### config.mk
export PLATFORM = sky130hd
export DESIGN_NAME = reg_file_mp
export DESIGN_NICKNAME = d
export VERILOG_FILES = /design/src/rtl/rf_pkg.sv /design/src/rtl/rf_read_port.sv /design/src/rtl/reg_file_mp.sv
export SDC_FILE = /design/constraint.sdc
export NUM_CORES = 2
export LEC_CHECK = 0
export ABC_CLOCK_PERIOD_IN_PS = 42100
export BUFFER_PORTS_ARGS = -buffer_cell sky130_fd_sc_hd__clkbuf_2
export CELL_PAD_IN_SITES_DETAIL_PLACEMENT = 0
export CELL_PAD_IN_SITES_GLOBAL_PLACEMENT = 1
export CORE_MARGIN = 2
export CORE_UTILIZATION = 45
export CTS_CLUSTER_DIAMETER = 60
export CTS_CLUSTER_SIZE = 28
export DETAILED_ROUTE_END_ITERATION = 6
export GPL_ROUTABILITY_DRIVEN = 0
export MAX_ROUTING_LAYER = met4
export PLACE_DENSITY = 0.75
export RECOVER_POWER = 100
export SLEW_MARGIN = 20
export SYNTH_ARGS = -nofsm -noshare
export SYNTH_HDL_FRONTEND = slang
export SYNTH_HIERARCHICAL = 1
export SYNTH_SLANG_ARGS = --single-unit
### constraint.sdc
create_clock -name CLK -period 42.1 [get_ports CLK]
set_input_delay 4.21 -clock CLK [delete_from_list [all_inputs] [get_ports CLK]]
set_output_delay 4.21 -clock CLK [all_outputs]
set_load 0.01 [all_outputs]
### src/rtl/rf_pkg.sv
// Shared defaults and helpers for the multi-port integer register file.
// Holds the x0 index and a field extractor for packed per-port buses.
package rf_pkg;

  localparam int XLEN_DEF    = 32;
  localparam int NREGS_DEF   = 32;
  localparam int ZERO_REG    = 0;
  localparam int MAX_PACK_W  = 512;
  localparam int MAX_FIELD_W = 64;

  // Returns field idx (width bits) of a packed vector, zero-extended to MAX_FIELD_W.
  function automatic logic [MAX_FIELD_W-1:0] unpack_field(
    input logic [MAX_PACK_W-1:0] vec,
    input int                    idx,
    input int                    width
  );
    logic [MAX_FIELD_W-1:0] mask;
    mask = ~({MAX_FIELD_W{1'b1}} << width);
    return MAX_FIELD_W'(vec >> (idx * width)) & mask;
  endfunction

endpackage

### src/rtl/rf_read_port.sv
// One register-file read port: x0 check, WR1-over-WR0 bypass, then stored data/busy.
module rf_read_port
  import rf_pkg::*;
#(
  parameter int XLEN = XLEN_DEF,
  parameter int AW   = 5
) (
  input  logic [AW-1:0]   rd_addr_i,
  input  logic            wr0_en_i,
  input  logic [AW-1:0]   wr0_addr_i,
  input  logic [XLEN-1:0] wr0_data_i,
  input  logic            wr1_en_i,
  input  logic [AW-1:0]   wr1_addr_i,
  input  logic [XLEN-1:0] wr1_data_i,
  input  logic [XLEN-1:0] mem_data_i,
  input  logic            mem_busy_i,
  output logic [XLEN-1:0] rd_data_o,
  output logic            rd_busy_o
);

  always_comb begin
    rd_data_o = mem_data_i;
    rd_busy_o = mem_busy_i;
    if (rd_addr_i == AW'(ZERO_REG)) begin
      rd_data_o = '0;
      rd_busy_o = 1'b0;
    end else if (wr1_en_i && (wr1_addr_i == rd_addr_i)) begin
      rd_data_o = wr1_data_i;
      rd_busy_o = 1'b0;
    end else if (wr0_en_i && (wr0_addr_i == rd_addr_i)) begin
      rd_data_o = wr0_data_i;
      rd_busy_o = 1'b0;
    end
  end

endmodule

### src/rtl/reg_file_mp.sv
// Multi-port integer register file with per-register busy scoreboard.
// Two retire ports (port 1 wins on collision), one issue port, NRD bypassed read ports.
module reg_file_mp
  import rf_pkg::*;
#(
  parameter int XLEN  = XLEN_DEF,
  parameter int NREGS = NREGS_DEF,
  parameter int NRD   = 2,
  localparam int AW   = $clog2(NREGS)
) (
  input  logic                CLK,
  input  logic                RESET,
  input  logic [NRD*AW-1:0]   RD_ADDR,
  output logic [NRD*XLEN-1:0] RD_DATA,
  output logic [NRD-1:0]      RD_BUSY,
  input  logic                WR0_EN,
  input  logic [AW-1:0]       WR0_ADDR,
  input  logic [XLEN-1:0]     WR0_DATA,
  input  logic                WR1_EN,
  input  logic [AW-1:0]       WR1_ADDR,
  input  logic [XLEN-1:0]     WR1_DATA,
  input  logic                ISSUE_EN,
  input  logic [AW-1:0]       ISSUE_ADDR,
  input  logic [AW-1:0]       DBG_ADDR,
  output logic [XLEN-1:0]     DBG_DATA
);

  logic [XLEN-1:0]  data_q [NREGS];
  logic [XLEN-1:0]  data_d [NREGS];
  logic [NREGS-1:0] busy_q;
  logic [NREGS-1:0] busy_d;

  logic wr0_act, wr1_act, iss_act;
  logic byp0_en, byp1_en;

  assign wr0_act = WR0_EN   && (WR0_ADDR   != AW'(ZERO_REG));
  assign wr1_act = WR1_EN   && (WR1_ADDR   != AW'(ZERO_REG));
  assign iss_act = ISSUE_EN && (ISSUE_ADDR != AW'(ZERO_REG));

  // Writes are dropped during reset, so the bypass must not show them either.
  assign byp0_en = WR0_EN && !RESET;
  assign byp1_en = WR1_EN && !RESET;

  always_comb begin
    data_d = data_q;
    busy_d = busy_q;
    if (wr0_act) begin
      data_d[WR0_ADDR] = WR0_DATA;
      busy_d[WR0_ADDR] = 1'b0;
    end
    if (wr1_act) begin
      data_d[WR1_ADDR] = WR1_DATA;
      busy_d[WR1_ADDR] = 1'b0;
    end
    // A newly issued producer outranks a retiring one on the same register.
    if (iss_act) begin
      busy_d[ISSUE_ADDR] = 1'b1;
    end
  end

  always_ff @(posedge CLK or posedge RESET) begin
    if (RESET) begin
      for (int r = 0; r < NREGS; r++) begin
        data_q[r] <= '0;
      end
      busy_q <= '0;
    end else begin
      data_q <= data_d;
      busy_q <= busy_d;
    end
  end

  assign DBG_DATA = data_q[DBG_ADDR];

  for (genvar i = 0; i < NRD; i++) begin : g_rd
    logic [MAX_FIELD_W-1:0]    addr_field;
    logic [MAX_FIELD_W-AW-1:0] addr_unused;
    logic [AW-1:0]             addr;
    logic [XLEN-1:0]           data;
    logic                      busy;

    assign addr_field  = unpack_field(MAX_PACK_W'(RD_ADDR), i, AW);
    assign addr        = addr_field[AW-1:0];
    assign addr_unused = addr_field[MAX_FIELD_W-1:AW];

    rf_read_port #(
      .XLEN(XLEN),
      .AW  (AW)
    ) u_rd (
      .rd_addr_i (addr),
      .wr0_en_i  (byp0_en),
      .wr0_addr_i(WR0_ADDR),
      .wr0_data_i(WR0_DATA),
      .wr1_en_i  (byp1_en),
      .wr1_addr_i(WR1_ADDR),
      .wr1_data_i(WR1_DATA),
      .mem_data_i(data_q[addr]),
      .mem_busy_i(busy_q[addr]),
      .rd_data_o (data),
      .rd_busy_o (busy)
    );

    assign RD_DATA[i*XLEN +: XLEN] = data;
    assign RD_BUSY[i]              = busy;
  end

endmodule

Word level (Yosys, flattened, before mapping)
Cells that the tools add are included.

operators by class
  order comparisons = 15
  equal/unequal tests = 4
  muxes and demuxes = 42
  bitwise logic cells = 10
  reductions and logical operators = 20

operators by type and width
  operator            number
  $bwmux 1024         2
  $mux 1024           2
  $mux 32             17
  $bmux 32 s5         3
  $demux 32 s5        2
  $and 32x32->32      2
  $not 32->32         2
  $or 32x32->32       1
  $ge 6x6->1 const B  5
  $lt 5x6->1 const B  5
  $not 5->6           5
  $eq 5x5->1          4
  $demux 1 s5         3
  $ge 5x1->1 const B  3
  $reduce_bool 5->1   3
  $logic_and 1x1->1   14
  $lt 6x1->1 const B  2
  $mux 1              11
  $bmux 1 s5          2
  $logic_not 5->1     2
  $logic_not 1->1     1

storage, ports and cells
  register bits = 1,056
  bits of input ports = 99
  output and inout port bits = 98
  logic and storage cells = 124

Logic depth before layout (Yosys ltp)
  depth after elaboration = 11
  mapped depth = 11
  gate-level depth less buffers = 7

Modules after synthesis
The synthesis kept the hierarchy.

modules (own cells, without submodules)
  module        instances  cells an instance  area each (um^2)  sequential area each (um^2)
  reg_file_mp   1          8,348              75,299.7          26,425.3
  rf_read_port  2          179                1,352.5           0.0

Worst setup path before layout
Ideal clock, no wire load.

  path kind = input -> output
  start = input WR0_EN
  end = output RD_DATA[29]
  arrival time = 5.956 ns
  required time = 37.890 ns
  path slack = 31.934 ns
  stages = 8
  buffers on the path = 5
  cells stage by stage = buf_2 buf_2 clkbuf_1 nor2b_1 buf_1 clkbuf_1 nand4_1 a311oi_1

on the way
  longest elaborated chain between the ends = 5

RTL lines
  element            RTL line            RTL
  from (decl)        reg_file_mp.sv:16   input logic WR0_EN,
  $logic_and 1x1->1  reg_file_mp.sv:41   assign byp0_en = WR0_EN && !RESET;
  net byp0_en        reg_file_mp.sv:34   logic byp0_en, byp1_en;
  $logic_and 1x1->1  rf_read_port.sv:30  end else if (wr0_en_i && (wr0_addr_i == rd_addr_i)) begin
  $mux 32            rf_read_port.sv:30
  $mux 32            rf_read_port.sv:27  end else if (wr1_en_i && (wr1_addr_i == rd_addr_i)) begin
  $mux 32            rf_read_port.sv:24  if (rd_addr_i == AW'(ZERO_REG)) begin
  to (decl)          reg_file_mp.sv:14   output logic [NRD*XLEN-1:0] RD_DATA,

The timed path passes the listed nets, and every way through them passes these cells.

Final worst setup path
  start = input WR0_EN
  end = output RD_DATA[36]

Same word-level chain as after synthesis.

==> metrics.txt <==
Peak VDD IR 0.0000412 V; failing checks DRC, capacitance limit, slew limit; GR Util All Layers 42.5%; Synth Net Count 8805; Slew Limit Fails 2981; Worst-Margin Slew 6110 ps; share of power burned in registers 40.7%; grt ovf 0; Sum Neg Setup Slack 0 ps; fin crit period 17030 ps; status finished with violations; Post-synth ARST share 100%; Synth cell types 48; postcts setup bufs 0; CTS tree done; top cell type's share of synthesized area 33.9%; post-DR vias/cell 6.90; Final ANT Viol Nets 0; CP arrival 12820 ps; initial drt markers 10900; io pins 197; vias in the first global route 69200; P_int 2.44 mW; layout cells sized above 1 6.90%; crit end category output port; Post-Syn Area 0.0780 mm^2; Die Wd 420 um; Syn Inst Count 8706; clk slew on worst S/H paths 60 ps; # nets final 8302; Post-synth EDFFs 0; Startpoint Class primary input; Final Hold Fails 0; die area 0.177 mm^2; area delta synth->final 6.50%; Clk pwr share 31.9%; post-synth top area cell dfrtp_1; fill count 16300; post-cts gate resize count 0; DP HPWL 208000 um; Initial Util 45.4%; Slew headroom -310%; Synth Register Bits 1056; class of the worst hold path flop to flop; Setup CP Type primary input to output port; P per Cell Area 46.4 mW/mm^2; first-pass GRT wire length 526000 um; Max Clk Rate 58.7 MHz; Pre-antenna DRT Iters 7; fin crit share 40.5%; number of instances in the placed design 10400; yosys warns 6; IO Port Bufs 196; total power 3.85 mW; DRC viols 5; Worst Path Max Fanout 35; worst skew pair latency 810 ps; Comb pwr share 27.4%; final setup vio count 0; unrepaired setup endpoints after global routing no; initial antenna violation count 24; post-route insts no fill 10600; main flop type after synthesis dfrtp_1; Crit path required time 37890 ps; DR vias 73400; number of placement rows 152; Max-Cap Viols 94; drt wl/cell 35.1 um; Fin Hold WS 420 ps; CTS Buf Count 130; clock tree root buffer cell clkbuf_16; Area contributors post-synth dfrtp_1 34%, mux2i_1 33%, a21oi_1 5.2%, nand2_1 4.0%, o21ai_0 3.4%; reg2reg setup slack 41040 ps; final WL 373000 um; largest net degree at the start of global routing 130; die height 420 um; CORE AREA 0.172 mm^2; H-tree depth 4; Leak 38.3 nW; Mapped Avg Cell Area 8.96 um^2; Net Sw Frac 36.7%; clock tree buffer depth 3; sequential-to-total area share from yosys stat 33.9%; skew final 0 ps; P_sw 1.41 mW; clock sink count 1056; hold buffer count at cts 0
[Yosys cell counts, drive strengths merged, types with 8 or more instances]
| library cell | n |
|---|---|
| nor2b | 10 |
| a31oi | 98 |
| nor2 | 565 |
| a22oi | 294 |
| nor3b | 8 |
| a311oi | 64 |
| o21ai | 558 |
| a32oi | 16 |
| nand2b | 10 |
| a21oi | 818 |
| nand2 | 843 |
| buf | 406 |
| mux2i | 2541 |
| or2 | 8 |
| dfrtp | 1056 |
| a22o | 208 |
| nor3 | 165 |
| nand4 | 68 |
| clkbuf | 604 |
| xnor2 | 20 |
| nand3 | 298 |
[state kept, by name, summed over array words and instances (netlist names)]
register	cells
busy_q	32
data_q	1024
[metal layers]
metal | track usage, % | up-vias | wire (um) | share of wire, %
met3 | 14.0 | 1735 | 49100 | 13
li1 | - | 30600 | - | -
met2 | 58.8 | 5470 | 153000 | 41
met5 | - | - | 0 | 0
met1 | 52.7 | 35600 | 140000 | 38
met4 | 27.7 | 0 | 31000 | 8.3
[final timing paths]
kind	startpoint	depth (start not counted)	to
hold / removal	busy_q[0]	0	busy_q[0]
setup / recovery	WR0_EN	8	RD_DATA[36]
min in group asynchronous	RESET	2	data_q[738]
setup reg to reg	data_q[169]	2	data_q[169]
max in group asynchronous	RESET	5	data_q[701]
hold reg to reg	busy_q[0]	0	busy_q[0]
[cells in the final DEF (no fill, tap or decap), types with 8 or more instances in the layout]
master | synthesis | final
inv_8 | 0 | 9
clkbuf_8 | 0 | 13
a22o_1 | 208 | 208
nor2_1 | 561 | 552
nand2_1 | 841 | 821
xnor2_1 | 20 | 18
or2_2 | 6 | 8
clkinv_4 | 0 | 15
a31oi_1 | 98 | 98
clkbuf_16 | 0 | 135
clkbuf_2 | 0 | 132
buf_4 | 36 | 105
bufinv_16 | 0 | 14
nand4_1 | 66 | 66
a32oi_1 | 16 | 16
nor3_1 | 165 | 165
a311oi_1 | 4 | 36
a21oi_1 | 818 | 818
o21ai_0 | 533 | 558
nor2_4 | 1 | 13
a311oi_2 | 60 | 28
a22oi_1 | 294 | 294
diode_2 | 0 | 19
nand2_4 | 2 | 16
clkbuf_1 | 604 | 130
nand3_1 | 298 | 298
inv_6 | 0 | 16
clkinvlp_4 | 0 | 15
mux2i_1 | 2541 | 2541
dfrtp_1 | 1056 | 1056
[kinds of logic after synthesis]
group,share of synthesized area [%]
muxes,32.6
AOI/OAI and AO/OA,16.2
and+or+nand+nor,11.1
DFF,33.9
buffers and inverters,5.98
xor gates and xnor gates,0.225
[power groups by stage]
stage                     combinational, mW  sequential [mW]  clock [mW]
after detailed placement               1.03             1.57           0
after global placement                 1.00             1.55           0
after global routing                   1.14             1.61        1.27
final                                  1.06             1.57        1.23
after floorplan                       0.771             1.49           0
after CTS                              1.03             1.55        1.23
[cell type report]
cell class / instances / area [um^2] / share of cell area, %
Timing Repair Buffer: 375 / 2180 / 2.62
Clock buffer: 154 / 3580 / 4.31
Clock inverter: 77 / 957 / 1.15
Tap cell: 2310 / 2890 / 3.48
Antenna cell: 19 / 47.5 / 0.0572
Inverter: 4 / 16.3 / 0.0196
Sequential cell: 1056 / 26400 / 31.8
Multi-Input combinational cell: 6636 / 47000 / 56.6
[metrics by stage]
stage / util, % / area [um^2] / setup WS, ps
after global placement: 46.1 / 79300 / 28460
after floorplan: - / 78000 / 8170
after detailed placement: 46.1 / 79300 / 28410
after global routing: 48.3 / 83100 / 23370
after CTS: 48.8 / 83800 / 28420
final: 48.3 / 83100 / 25070
[worst max-delay path, cell delays in order]
cell	delay, ps
clkbuf_2	70
clkbuf_1	1310
nor2b_1	2190
clkbuf_1	1390
nand2_1	1560
o21ai_0	1300
a311oi_1	450
clkbuf_2	240
No activity file was read; power rests on OpenSTA's default activity.
